## src/rtl/vfx_pkg.sv

```systemverilog
// rtl/vfx_pkg.sv - shared pixel types, kernel selects and source FSM states
package vfx_pkg;

  localparam int PIXEL_W = 12;

  typedef logic [PIXEL_W-1:0] pixel_t;

  typedef enum logic [2:0] {
    KERNEL_1X1 = 3'b000,
    KERNEL_3X3 = 3'b001,
    KERNEL_5X5 = 3'b010
  } kernel_e;

  typedef enum logic [1:0] {
    S_IDLE   = 2'd0,
    S_STREAM = 2'd1,
    S_DRAIN  = 2'd2
  } src_state_e;

endpackage

```

## src/rtl/pixel_xy_counter.sv

```systemverilog
// rtl/pixel_xy_counter.sv - raster x/y counters with enable and terminal-count flags
module pixel_xy_counter #(
  parameter int IMG_WIDTH  = 320,
  parameter int IMG_HEIGHT = 240,
  parameter int XW = (IMG_WIDTH  > 1) ? $clog2(IMG_WIDTH)  : 1,
  parameter int YW = (IMG_HEIGHT > 1) ? $clog2(IMG_HEIGHT) : 1
) (
  input  logic clk,
  input  logic rst,
  input  logic en,
  output logic first,
  output logic line_end,
  output logic frame_end
);

  logic [XW-1:0] x;
  logic [YW-1:0] y;

  assign first     = (x == '0) && (y == '0);
  assign line_end  = (x == XW'(IMG_WIDTH - 1));
  assign frame_end = line_end && (y == YW'(IMG_HEIGHT - 1));

  always_ff @(posedge clk or posedge rst) begin
    if (rst) begin
      x <= '0;
      y <= '0;
    end else if (en) begin
      if (line_end) begin
        x <= '0;
        y <= frame_end ? '0 : y + 1'b1;
      end else begin
        x <= x + 1'b1;
      end
    end
  end

endmodule

```

## src/rtl/frame_stream_source.sv

```systemverilog
// rtl/frame_stream_source.sv - raster frame-buffer reader feeding a filter stream
// Optional test-pattern source enabled by FRAME_SOURCE_TEST_PATTERN_EN.
module frame_stream_source
  import vfx_pkg::*;
#(
  parameter int IMG_WIDTH  = 320,
  parameter int IMG_HEIGHT = 240,
  parameter int ADDR_W     = 17
) (
  input  logic              clk,
  input  logic              reset,
  input  logic              start,
  input  logic [2:0]        freq_flag_in,
  input  logic              hold,
`ifdef FRAME_SOURCE_TEST_PATTERN_EN
  input  logic              test_mode,
`endif
  output logic              rd_en,
  output logic [ADDR_W-1:0] rd_addr,
  input  pixel_t            rd_data,
  output logic              ready_out,
  output pixel_t            data_out,
  output logic [2:0]        freq_flag,
  output logic              sof,
  output logic              eol,
  output logic              eof,
  output logic              busy
);

  // Assertion is immediate, release is re-timed to clk.
  logic [1:0] rst_pipe;
  logic       rst;

  always_ff @(posedge clk or posedge reset) begin
    if (reset) rst_pipe <= 2'b11;
    else       rst_pipe <= {rst_pipe[0], 1'b0};
  end
  assign rst = rst_pipe[1];

  src_state_e  state;
  logic        issue, first, line_end, frame_end, use_pattern;
  logic        p1_valid, p1_sof, p1_eol, p1_eof;
  pixel_t      p1_pat;

`ifdef FRAME_SOURCE_TEST_PATTERN_EN
  logic test_mode_q;
  always_ff @(posedge clk or posedge rst) begin
    if (rst)                           test_mode_q <= 1'b0;
    else if (state == S_IDLE && start) test_mode_q <= test_mode;
  end
  assign use_pattern = test_mode_q;
`else
  assign use_pattern = 1'b0;
`endif

  // A read slot is consumed every non-held STREAM cycle, even in pattern mode.
  assign issue = (state == S_STREAM) && !hold;
  assign rd_en = issue && !use_pattern;
  assign busy  = (state != S_IDLE);

  pixel_xy_counter #(
    .IMG_WIDTH (IMG_WIDTH),
    .IMG_HEIGHT(IMG_HEIGHT)
  ) u_xy (
    .clk      (clk),
    .rst      (rst),
    .en       (issue),
    .first    (first),
    .line_end (line_end),
    .frame_end(frame_end)
  );

  always_ff @(posedge clk or posedge rst) begin
    if (rst) begin
      state     <= S_IDLE;
      rd_addr   <= '0;
      freq_flag <= 3'b000;
      p1_valid  <= 1'b0;
      p1_sof    <= 1'b0;
      p1_eol    <= 1'b0;
      p1_eof    <= 1'b0;
      p1_pat    <= '0;
      ready_out <= 1'b0;
      data_out  <= '0;
      sof       <= 1'b0;
      eol       <= 1'b0;
      eof       <= 1'b0;
    end else begin
      case (state)
        S_IDLE: if (start) begin
          state     <= S_STREAM;
          freq_flag <= freq_flag_in;
        end
        S_STREAM: if (issue && frame_end) state <= S_DRAIN;
        S_DRAIN:  if (ready_out && eof)   state <= S_IDLE;
        default:  state <= S_IDLE;
      endcase

      if (issue) rd_addr <= frame_end ? '0 : rd_addr + 1'b1;

      // Stage 1 lines up with rd_data; stage 2 is the registered output.
      p1_valid <= issue;
      p1_sof   <= issue && first;
      p1_eol   <= issue && line_end;
      p1_eof   <= issue && frame_end;
      p1_pat   <= pixel_t'(rd_addr);

      ready_out <= p1_valid;
      sof       <= p1_sof;
      eol       <= p1_eol;
      eof       <= p1_eof;
      if (p1_valid) data_out <= use_pattern ? p1_pat : rd_data;
    end
  end

endmodule

```

## config.mk

```make
export PLATFORM = sky130hd
export DESIGN_NAME = frame_stream_source
export DESIGN_NICKNAME = d
export VERILOG_FILES = /design/src/rtl/vfx_pkg.sv /design/src/rtl/pixel_xy_counter.sv /design/src/rtl/frame_stream_source.sv
export SDC_FILE = /design/constraint.sdc
export NUM_CORES = 1
export LEC_CHECK = 0
export BUFFER_PORTS_ARGS = -buffer_cell sky130_fd_sc_hd__buf_2
export CORE_ASPECT_RATIO = 0.7
export CORE_MARGIN = 8
export CORE_UTILIZATION = 38
export CTS_BUF_LIST = sky130_fd_sc_hd__clkbuf_8
export CTS_CLUSTER_DIAMETER = 150
export CTS_CLUSTER_SIZE = 30
export DETAILED_ROUTE_END_ITERATION = 8
export PLACE_DENSITY = 0.57
export SLEW_MARGIN = 10
export SYNTH_ARGS = -nofsm -noshare
export SYNTH_HDL_FRONTEND = slang
export SYNTH_SLANG_ARGS = --single-unit
```

## constraint.sdc

```tcl
create_clock -name clk -period 2.6 [get_ports clk]
set_clock_uncertainty 0.15 [all_clocks]
set_input_delay 0.13 -clock clk [delete_from_list [all_inputs] [get_ports clk]]
set_output_delay 0.13 -clock clk [all_outputs]
set_load 0.03 [all_outputs]
```

==> summary.md, run 1 <==
| Metric | Value |
|---|---|
| Status | `completed` |
| GRT Total Usage | `roughly 14%` |
| Crit end category | `register` |
| Clock buffer count from CTS | `9` |
| Commonest register cell after synthesis | `dfrtp_1` |
| Port bufs | `56` |
| Clock-pin slew on the worst setup and hold paths | `around 0.070 ns` |
| Post-synth cell types | `39` |
| Setup Crit Path Kind | `register to register` |
| RSZ-0062 raised after global routing | `false` |
| FP Rows | `25` |
| Startpoint types | `register` |
| Remaining antenna violation count | `0` |
| Delay-heaviest family, CP | `simple AND/OR/NAND/NOR gates` |
| First-pass GRT wire length | `around 11 mm` |
| Post-Route WL | `6.28 mm` |
| Fillers | `613` |
| Net count after synthesis | `~270` |
| Leak | `1.65 nW` |
| Initial antenna violation count | `0` |
| Max-cap violations | `0` |
| Mapped Avg Cell Area | `between 10 and 15 µm²` |
| Slowest stage cell on the critical path | `or4_4` |
| Final TNS setup | `0 ns` |
| IO Count | `57` |
| Peak supply drop | `0.484 mV` |
| Post-synth top area share | `55.0%` |
| Total number of vias | `slightly above 2000` |
| Fin nets | `roughly 350` |
| Fmax | `460 MHz` |
| Final setup violation count | `0` |
| Htree depth | `3` |
| Final hold violations | `0` |
| Synth area leader | `dfrtp_1` |
| Starting Density | `approximately two fifths` |
| Post-CTS setup buffers | `0` |
| Post-synth EDFFs | `0` |
| CTS root buffer | `clkbuf_8` |
| Post-DP HPWL | `between 4 and 5 mm` |
| Worst-Skew Late Latency | `~0.34 ns` |
| Placer Congestion | `approximately 0.76` |
| Crit path buf inv count | `0` |
| Max clock buf depth | `2` |
| DIE HEIGHT | `about 86 µm` |
| Gr ovfl total | `0` |
| Most frequent cell after synthesis | `dfrtp_1` |
| Mapped cell area | `roughly 2700 µm²` |
| Post-layout util | `a little over 50%` |
| Slew Viols, Final | `0` |
| DR vias/cell | `approximately 4.8` |
| Post-synth top cells | `59 x dfrtp_1, 21 x nand2_1, 20 x nor2_1, 16 x mux2_2` |
| Ant diodes | `0` |
| Mapped Cells | `244` |
| Worst EP arrival | `around 2.3 ns` |
| Tmin final | `~2.2 ns` |
| WL per Instance | `roughly 15 µm` |
| Drt drc | `0` |
| Period Utilization, post-route | `roughly 84%` |
| Clk sinks | `61` |
| Warnings, synthesis | `0` |
| Post-synthesis sequential area ratio | `a little under three fifths` |
| Chip width | `around 120 µm` |
| Die area | `roughly 10000 µm²` |
| Largest stage delay on the critical path | `just under 0.6 ns` |
| Core Area | `between 6000 and 7000 µm²` |
| DR pass1 iterations | `4` |
| Synthesized flop and latch total | `61` |
| TritonCTS clock tree | `yes` |
| Async S/R FF share, synth | `100%` |
| Vias in the first global route | `between 2000 and 2500` |
| PD cells | `between 700 and 800 nW/µm²` |
| Fin Hold WS | `approximately 0.091 ns` |
| Layout cell share with drive strength beyond 1 | `a little under a third` |
| Largest cells by area after synthesis | `dfrtp_1 55%, mux2_2 6.7%, xnor2_1 4.2%, nand2_1 2.9%, nand4_1 2.8%` |
| Syn-to-layout area delta | `29.3%` |
| Worst Path Max Fanout | `13` |
| Largest net degree at the start of global routing | `22` |
| Crit-path cells | `or3b_4 -> or4_4 -> or3_1 -> a21oi_1` |
| CP Data Required Time | `about 2.7 ns` |
| Worst min-delay path category | `register to async pin` |
| Initial drt markers | `93` |
==> cell usage in the layout (no fill, tap or decap), types with 2 or more instances in the layout <==
cell type	count
a21oi_1	7
and3_1	3
and4_1	3
buf_2	56
buf_4	7
clkbuf_8	9
clkinv_2	2
dfrtp_1	59
dfstp_2	2
dlygate4sd3_1	17
ha_1	5
inv_1	13
inv_6	2
mux2_2	16
nand2_1	21
nand3_1	9
nand4_1	12
nor2_1	20
nor3_1	3
nor4_1	9
o21ai_0	14
or3_1	3
xnor2_1	13
xor2_1	6
==> sequential cells by signal, summed over array words and instances (netlist names) <==
signal,cells
rd_addr,17
data_out,12
u_xy.x,9
u_xy.y,8
freq_flag,3
rst_pipe,2
state,2
eof,1
eol,1
p1_eof,1
p1_eol,1
p1_sof,1
p1_valid,1
ready_out,1
sof,1
==> timing repair <==
action	in CTS	in global routing
hold buffers	17	0
resized for setup	0	0
hold endpoints to repair	18	0
==> per-layer routing <==
| layer | wire (µm) | track usage [%] | up-vias |
|---|---|---|---|
| met1 | 3190 | 19.5 | 961 |
| met3 | 615 | 6.52 | 8 |
| met5 | 0 | 0 | - |
| met4 | 51 | 3.52 | 0 |
| met2 | 2420 | 18.0 | 65 |
| li1 | - | - | 1031 |
==> path summary, 6_finish.rpt <==
path	startpoint	endpoint	slack (ns)	cells past startpoint
max reg2reg	state[1]	rd_addr[13]	0.42	4
min reg2reg	rst_pipe[1]	data_out[8]	0.09	1
min	rst_pipe[1]	data_out[8]	0.09	1
max	state[1]	rd_addr[13]	0.42	4
max in group asynchronous	rst_pipe[1]	rd_addr[0]	1.59	2
min in group clk	hold	u_xy.x[0]	0.10	4
==> power by group <==
group | internal [mW] | switching, mW
clock network | 0.446 | 0.392
registers | 1.05 | 0.122
logic | 0.163 | 0.267
==> final cells by class <==
cell class / count / area [µm²] / share of cell area (%)
Clock inverter: 7 / 73.8 / 2.12
Inverter: 14 / 52.6 / 1.51
Multi-Input combinational cell: 162 / 1070 / 30.9
Tap cell: 94 / 118 / 3.38
Sequential cell: 61 / 1530 / 44.0
Timing Repair Buffer: 80 / 503 / 14.5
Clock buffer: 9 / 124 / 3.57
==> logic make-up (layout without fill, tap and decap cells) <==
group	after synthesis	in the layout	share of synthesized area [%]
xor gates and xnor gates	19	19	6.19
buffers and inverters	21	110	3.07
muxes	17	17	7.08
adders and majority gates	5	5	2.33
DFF	61	61	56.9
and+or+nand+nor	92	92	18.2
other	1	1	0.140
AOI/OAI and AO/OA	28	28	6.10
==> through the flow <==
step	cell area, µm²	std cells	worst slack (ns)	power [mW]
floorplan	2690	244	0.568	1.45
global placement	3110	394	0.474	1.60
detailed placement	3110	394	0.438	1.60
CTS	3470	427	0.432	2.48
global route	3470	427	0.371	2.59
finish	3470	427	0.424	2.44
No activity file was read; power rests on OpenSTA's default activity.
==> run 2, diff against run 1 <==
==> constraint.sdc (replaced) <==
create_clock -name clk -period 2.2 [get_ports clk]
set_clock_uncertainty 0.15 [all_clocks]
set_input_delay 0.11 -clock clk [delete_from_list [all_inputs] [get_ports clk]]
set_output_delay 0.11 -clock clk [all_outputs]
set_load 0.03 [all_outputs]
==> run 2 against run 1 <==
Via count is 2.8% higher. Utilization rose by 1.3 points. Flip-flop and latch count stayed put. Critical path depth did not move. First-iteration DRC count is 13% lower.
==> summary.md, run 2 (same netlist as run 1, synthesis figures left out) <==
| Metric | Value |
|---|---|
| Fmax | `469 MHz (was 460 MHz)` |
| Post-DP HPWL | `4.49 mm (was 4.46 mm)` |
| Die area | `10100 µm² (unchanged)` |
| First-pass GRT wire length | `10.7 mm (was 10.6 mm)` |
| Clock-pin slew on the worst setup and hold paths | `0.07 ns (about the same)` |
| Syn-to-layout area delta | `32.7% (was 29.3%)` |
| DR vias/cell | `4.90 (was 4.84)` |
| FP Rows | `25 (unchanged)` |
| Htree depth | `3 (unchanged)` |
| Finished Layout Cells | `433 (was 427)` |
| WL per Instance | `15.0 µm (was 14.7 µm)` |
| Post-Place Cells | `399 (was 394)` |
| DP Area | `3170 µm² (was 3110 µm²)` |
| Power Total | `3.00 mW (was 2.44 mW)` |
| Max-cap violations | `0 (unchanged)` |
| Worst EP arrival | `2.25 ns (was 2.30 ns)` |
| Post-Route WL | `6.51 mm (was 6.28 mm)` |
| PD cells | `841 nW/µm² (was 702 nW/µm²)` |
| GRT Total Usage | `13.7% (was 13.8%)` |
| Commonest non-fill, non-tap cells in the layout | `59 x dfrtp_1, 56 x buf_2, 21 x nand2_1, 20 x nor2_1, 17 x dlygate4sd3_1 (unchanged)` |
| Most common cell after layout, fill and taps aside | `dfrtp_1 (unchanged)` |
| Final setup violation count | `0 (unchanged)` |
| Leak | `1.69 nW (was 1.65 nW)` |
| Crit end category | `register (unchanged)` |
| DR pass1 iterations | `4 (unchanged)` |
| Initial drt markers | `81 (was 93)` |
| Slowest stage cell on the critical path | `or4_4 (unchanged)` |
| Reg with most FFs | `rd_addr (unchanged)` |
| Starting Density | `39.6% (unchanged)` |
| Vias in the first global route | `2169 (was 2087)` |
| Met2 routed WL | `2.47 mm (was 2.42 mm)` |
| IO Count | `57 (unchanged)` |
| Gr ovfl total | `0 (unchanged)` |
| Crit path buf inv count | `0 (unchanged)` |
| Placer Congestion | `0.738 (was 0.758)` |
| Worst-Skew Late Latency | `0.34 ns (about the same)` |
| Chip width | `116 µm (unchanged)` |
| Post-layout util | `52.5% (was 51.2%)` |
| Setup Crit Path Kind | `register to register (unchanged)` |
| Startpoint types | `register (unchanged)` |
| Worst Path Max Fanout | `7 (was 13)` |
| Peak supply drop | `0.606 mV (was 0.484 mV)` |
| Largest regs | `rd_addr (17), data_out (12), u_xy.x (9) (unchanged)` |
| Final TNS setup | `0 ns (unchanged)` |
| Initial antenna violation count | `0 (unchanged)` |
| Total number of vias | `2122 (was 2065)` |
| Clk sinks | `61 (unchanged)` |
| Port bufs | `56 (unchanged)` |
| Final hold violations | `0 (unchanged)` |
| Slew Viols, Final | `0 (unchanged)` |
| Max clock buf depth | `2 (unchanged)` |
| Wl on met1 | `3.36 mm (was 3.19 mm)` |
| Status | `completed (unchanged)` |
| Core Area | `6790 µm² (unchanged)` |
| Period Utilization, post-route | `96.9% (was 83.7%)` |
| Crit-path cells | `or3b_4 -> or4_4 -> or3_1 -> a21oi_2 (was or3b_4 -> or4_4 -> or3_1 -> a21oi_1)` |
| DIE HEIGHT | `86.3 µm (unchanged)` |
| Metal3 WL | `606 µm (was 615 µm)` |
| Largest net degree at the start of global routing | `60 (was 22)` |
| R2r setup slk | `0.07 ns (was 0.42 ns)` |
| CP Data Required Time | `2.32 ns (was 2.72 ns)` |
| TritonCTS clock tree | `yes (unchanged)` |
| Ant diodes | `0 (unchanged)` |
| Slew @ Worst Pin | `between 0.5 and 0.6 ns` |
| Clock buffer count from CTS | `9 (unchanged)` |
| CTS root buffer | `clkbuf_8 (unchanged)` |
| Tmin final | `2.13 ns (was 2.18 ns)` |
| Uppermost routed layer | `met4 (unchanged)` |
| Drt drc | `0 (unchanged)` |
| Worst min-delay path category | `input pin to register (was register to async pin)` |
| Layout cell share with drive strength beyond 1 | `32.2% (was 30.9%)` |
| Fin nets | `358 (was 352)` |
| Largest stage delay on the critical path | `0.59 ns (about the same)` |
| Remaining antenna violation count | `0 (unchanged)` |
| Delay-heaviest family, CP | `simple AND/OR/NAND/NOR gates (unchanged)` |
| Post-route cell area | `3560 µm² (was 3470 µm²)` |
| Slew headroom | `between 60% and 70%` |
| Number of flip-flops under the largest register name | `17 (unchanged)` |
## run 2: cell count changes in the layout (fill, tap and decap cells not counted), sizes merged
cell	change
buf	+6
clkinv	-1
bufinv	+1
## run 2: metrics by stage
| stage | hold slack [ns] | setup WS, ns |
|---|---|---|
| after floorplan | -0.129 | 0.168 |
| after global placement | -0.0167 | 0.114 |
| after detailed placement | -0.00614 | 0.00921 |
| after CTS | 0.00938 | 0.00860 |
| after global routing | 0.0519 | -0.00443 |
| final | 0.0143 | 0.0691 |
## run 2: area by class of cell
class	instances	area [µm²]
Fill cell	601	3220
Timing Repair Buffer	86	573
Clock buffer	9	124
Multi-Input combinational cell	162	1080
Inverter	14	52.6
Tap cell	94	118
Clock inverter	7	90.1
Sequential cell	61	1530
## run 2: repair_timing
item / in CTS / in global routing
endpoints found under the setup margin: 1 / 1
hold buffers: 17 / 0
buffers inserted: 0 / 1
pin swaps: 0 / 0
resized for setup: 1 / 0
endpoints found under the hold margin: 18 / 0
## run 2: path summary, 6_finish.rpt
| kind | start | endpoint | cells past startpoint |
|---|---|---|---|
| setup reg to reg | state[1] | rd_addr[15] | 4 |
| hold reg to reg | rst_pipe[1] | data_out[6] | 2 |
| max in group asynchronous | rst_pipe[1] | u_xy.x[5] | 2 |
| hold / removal | hold | u_xy.x[0] | 4 |
| min in group asynchronous | rst_pipe[1] | data_out[6] | 2 |
| setup / recovery | state[1] | rd_addr[15] | 4 |
## run 2: worst register-to-register path, delay by kind of cell (launching register included)
family           cells  cell delay, ns
AO/OA/AOI/OAI        1            0.16
flip-flops           1            0.38
AND/OR/NAND/NOR      3            1.38
## run 2: report_power, final
group / total, mW / leakage [nW] / switching, mW / internal (mW)
combinational: 0.541 / 0.807 / 0.329 / 0.213
sequential: 1.38 / 0.775 / 0.137 / 1.24
clock: 1.08 / 0.111 / 0.446 / 0.633
## run 2: layer usage
metal,up-vias,GRT usage [%]
met5,-,0
met4,0,4.92
met3,9,5.00
met2,68,18.9
met1,1000,19.0
li1,1045,-
==> run 3, diff against run 2 <==
--- a/config.mk
+++ b/config.mk
@@ -14,6 +14,7 @@
 export CTS_CLUSTER_SIZE = 30
 export DETAILED_ROUTE_END_ITERATION = 8
 export PLACE_DENSITY = 0.57
+export SETUP_SLACK_MARGIN = 0.4
 export SLEW_MARGIN = 10
 export SYNTH_ARGS = -nofsm -noshare
 export SYNTH_HDL_FRONTEND = slang
==> constraint.sdc (replaced) <==
create_clock -name clk -period 2.7 [get_ports clk]
set_clock_uncertainty 0.15 [all_clocks]
set_input_delay 0.135 -clock clk [delete_from_list [all_inputs] [get_ports clk]]
set_output_delay 0.135 -clock clk [all_outputs]
set_load 0.03 [all_outputs]
==> run 3 against run 2 <==
Fmax shrank 2.3%. Cell area shrank 1.5%. Cell count shrank 1.8%. Sequential power shrank 18%. Register-to-register slack better by 0.45 ns. Global-route usage is essentially flat. Critical path depth stayed put. Worst hold slack improved by 0.082 ns. Combinational power down 24%. Flip-flop and latch count stayed put. Largest power group unchanged. Critical endpoint unchanged.
==> summary.md, run 3 (same netlist as run 1, synthesis figures left out) <==
| Metric | Value |
|---|---|
| GRT Total Usage | `13.7% (about the same)` |
| Crit end category | `register (unchanged)` |
| First-pass GRT wire length | `10.8 mm (was 10.7 mm)` |
| Period Utilization, post-route | `80.8% (was 96.9%)` |
| Initial antenna violation count | `0 (unchanged)` |
| Sequential power share | `45.7% (was 45.9%)` |
| Crit path buf inv count | `0 (unchanged)` |
| DR vias/cell | `4.88 (was 4.90)` |
| Peak supply drop | `0.559 mV (was 0.606 mV)` |
| Fmax | `458 MHz (was 469 MHz)` |
| Switch share | `29.1% (was 30.4%)` |
| TritonCTS clock tree | `yes (unchanged)` |
| Fin nets | `350 (was 358)` |
| Remaining antenna violation count | `0 (unchanged)` |
| CP Data Required Time | `2.81 ns (was 2.32 ns)` |
| WL per Instance | `15.0 µm (about the same)` |
| RSZ-0062 raised after global routing | `false` |
| DP Area | `3100 µm² (was 3170 µm²)` |
| Port bufs | `56 (unchanged)` |
| Post-layout util | `51.7% (was 52.5%)` |
| Reg with most FFs | `rd_addr (unchanged)` |
| Hold-fix buffers, CTS | `17 (unchanged)` |
| Worst Path Max Fanout | `13 (was 7)` |
| Int Pwr | `1.76 mW (was 2.09 mW)` |
| Number of gates resized after cts | `0 (was 1)` |
| Commonest non-fill, non-tap cells in the layout | `59 x dfrtp_1, 56 x buf_2, 21 x nand2_1, 20 x nor2_1, 17 x dlygate4sd3_1 (unchanged)` |
| Gr ovfl total | `0 (unchanged)` |
| Tmin final | `2.18 ns (was 2.13 ns)` |
| Die area | `10100 µm² (unchanged)` |
| Setup Crit Path Kind | `register to register (unchanged)` |
| Worst min-delay path category | `register to async pin (was input pin to register)` |
| Net Switching | `724 µW (was 912 µW)` |
| Delay-heaviest family, CP | `simple AND/OR/NAND/NOR gates (unchanged)` |
| Post-CTS setup buffers | `0 (unchanged)` |
| Largest regs | `rd_addr (17), data_out (12), u_xy.x (9) (unchanged)` |
| IO Count | `57 (unchanged)` |
| Post-Route WL | `6.39 mm (was 6.51 mm)` |
| Final TNS setup | `0 ns (unchanged)` |
| Status | `completed (unchanged)` |
| Slew @ Worst Pin | `0.520 ns (was 0.509 ns)` |
| Core Area | `6790 µm² (unchanged)` |
| DIE HEIGHT | `86.3 µm (unchanged)` |
| Final setup violation count | `0 (unchanged)` |
| Leak | `1.66 nW (was 1.69 nW)` |
| Starting Density | `39.6% (unchanged)` |
| DR pass1 iterations | `4 (unchanged)` |
| Drt drc | `0 (unchanged)` |
| Max-cap violations | `0 (unchanged)` |
| Post-route cell area | `3510 µm² (was 3560 µm²)` |
| Placer Congestion | `0.765 (was 0.738)` |
| Most common cell after layout, fill and taps aside | `dfrtp_1 (unchanged)` |
| Chip width | `116 µm (unchanged)` |
| Max clock buf depth | `2 (unchanged)` |
| Worst-Skew Late Latency | `0.34 ns (about the same)` |
| Vias in the first global route | `2178 (was 2169)` |
| Largest net degree at the start of global routing | `41 (was 60)` |
| Crit-path cells | `or3b_4 -> or4_4 -> or3_1 -> a21oi_1 (was or3b_4 -> or4_4 -> or3_1 -> a21oi_2)` |
| Total number of vias | `2072 (was 2122)` |
| Post-DP HPWL | `4.35 mm (was 4.49 mm)` |
| Worst EP arrival | `2.29 ns (was 2.25 ns)` |
| Ant diodes | `0 (unchanged)` |
| CTS root buffer | `clkbuf_8 (unchanged)` |
| Htree depth | `3 (unchanged)` |
| Largest stage delay on the critical path | `0.59 ns (about the same)` |
| Clock buffer count from CTS | `9 (unchanged)` |
| Comb power frac | `16.6% (was 18.1%)` |
| Slew headroom | `65.4% (was 66.1%)` |
| Layout cell share with drive strength beyond 1 | `30.2% (was 32.2%)` |
| FP Rows | `25 (unchanged)` |
| Fin Hold WS | `0.0965 ns (was 0.0143 ns)` |
| Startpoint types | `register (unchanged)` |
| Slowest stage cell on the critical path | `or4_4 (unchanged)` |
| Number of flip-flops under the largest register name | `17 (unchanged)` |
| Clk pwr share | `37.7% (was 36.0%)` |
| Final hold violations | `0 (unchanged)` |
| Clk sinks | `61 (unchanged)` |
| Slew Viols, Final | `0 (unchanged)` |
| Syn-to-layout area delta | `30.7% (was 32.7%)` |
| Initial drt markers | `131 (was 81)` |
| Clock-pin slew on the worst setup and hold paths | `0.07 ns (about the same)` |
| PD cells | `707 nW/µm² (was 841 nW/µm²)` |
[run 3: cell types whose count changed in the layout (fill, tap and decap cells not counted), sizes merged]
cell and change:
buf -8, inv -1, clkinv -2, clkbuf +3
[run 3: per-layer routing]
metal | GRT usage (%) | up-vias | part of all wire (%)
met2 | 18.8 | 68 | 38
met4 | 5.28 | 0 | 1.1
met1 | 19.0 | 972 | 51
met5 | 0 | - | 0
met3 | 5.00 | 7 | 11
li1 | - | 1025 | -
[run 3: power by group through the flow]
stage	registers [mW]	logic, mW	clock network [mW]
global route	1.15	0.463	0.998
CTS	1.13	0.419	0.972
finish	1.13	0.413	0.936
detailed placement	1.15	0.395	0
floorplan	1.23	0.166	0
global placement	1.14	0.394	0
[run 3: stage by stage]
stage               cells  total power, mW  setup slack [ns]
finish                425             2.48             0.518
global placement      392             1.54             0.569
CTS                   425             2.52             0.507
detailed placement    392             1.54             0.521
global route          425             2.61             0.433
floorplan             244             1.40             0.668
[run 3: cell type report]
cell class / count / area, µm²
Fill cell: 622 / 3280
Multi-Input combinational cell: 162 / 1070
Timing Repair Buffer: 78 / 500
Clock inverter: 4 / 71.3
Inverter: 14 / 52.6
Sequential cell: 61 / 1530
Tap cell: 94 / 118
Clock buffer: 12 / 165
[run 3: final timing paths]
path / from / endpoint / slack [ns] / cells past startpoint
max in group asynchronous: rst_pipe[1] / rd_addr[1] / 1.74 / 2
max reg2reg: state[1] / rd_addr[15] / 0.52 / 4
min reg2reg: rst_pipe[1] / data_out[8] / 0.1 / 1
min: rst_pipe[1] / data_out[8] / 0.1 / 1
max: state[1] / rd_addr[15] / 0.52 / 4
min in group clk: hold / rd_addr[1] / 0.11 / 3
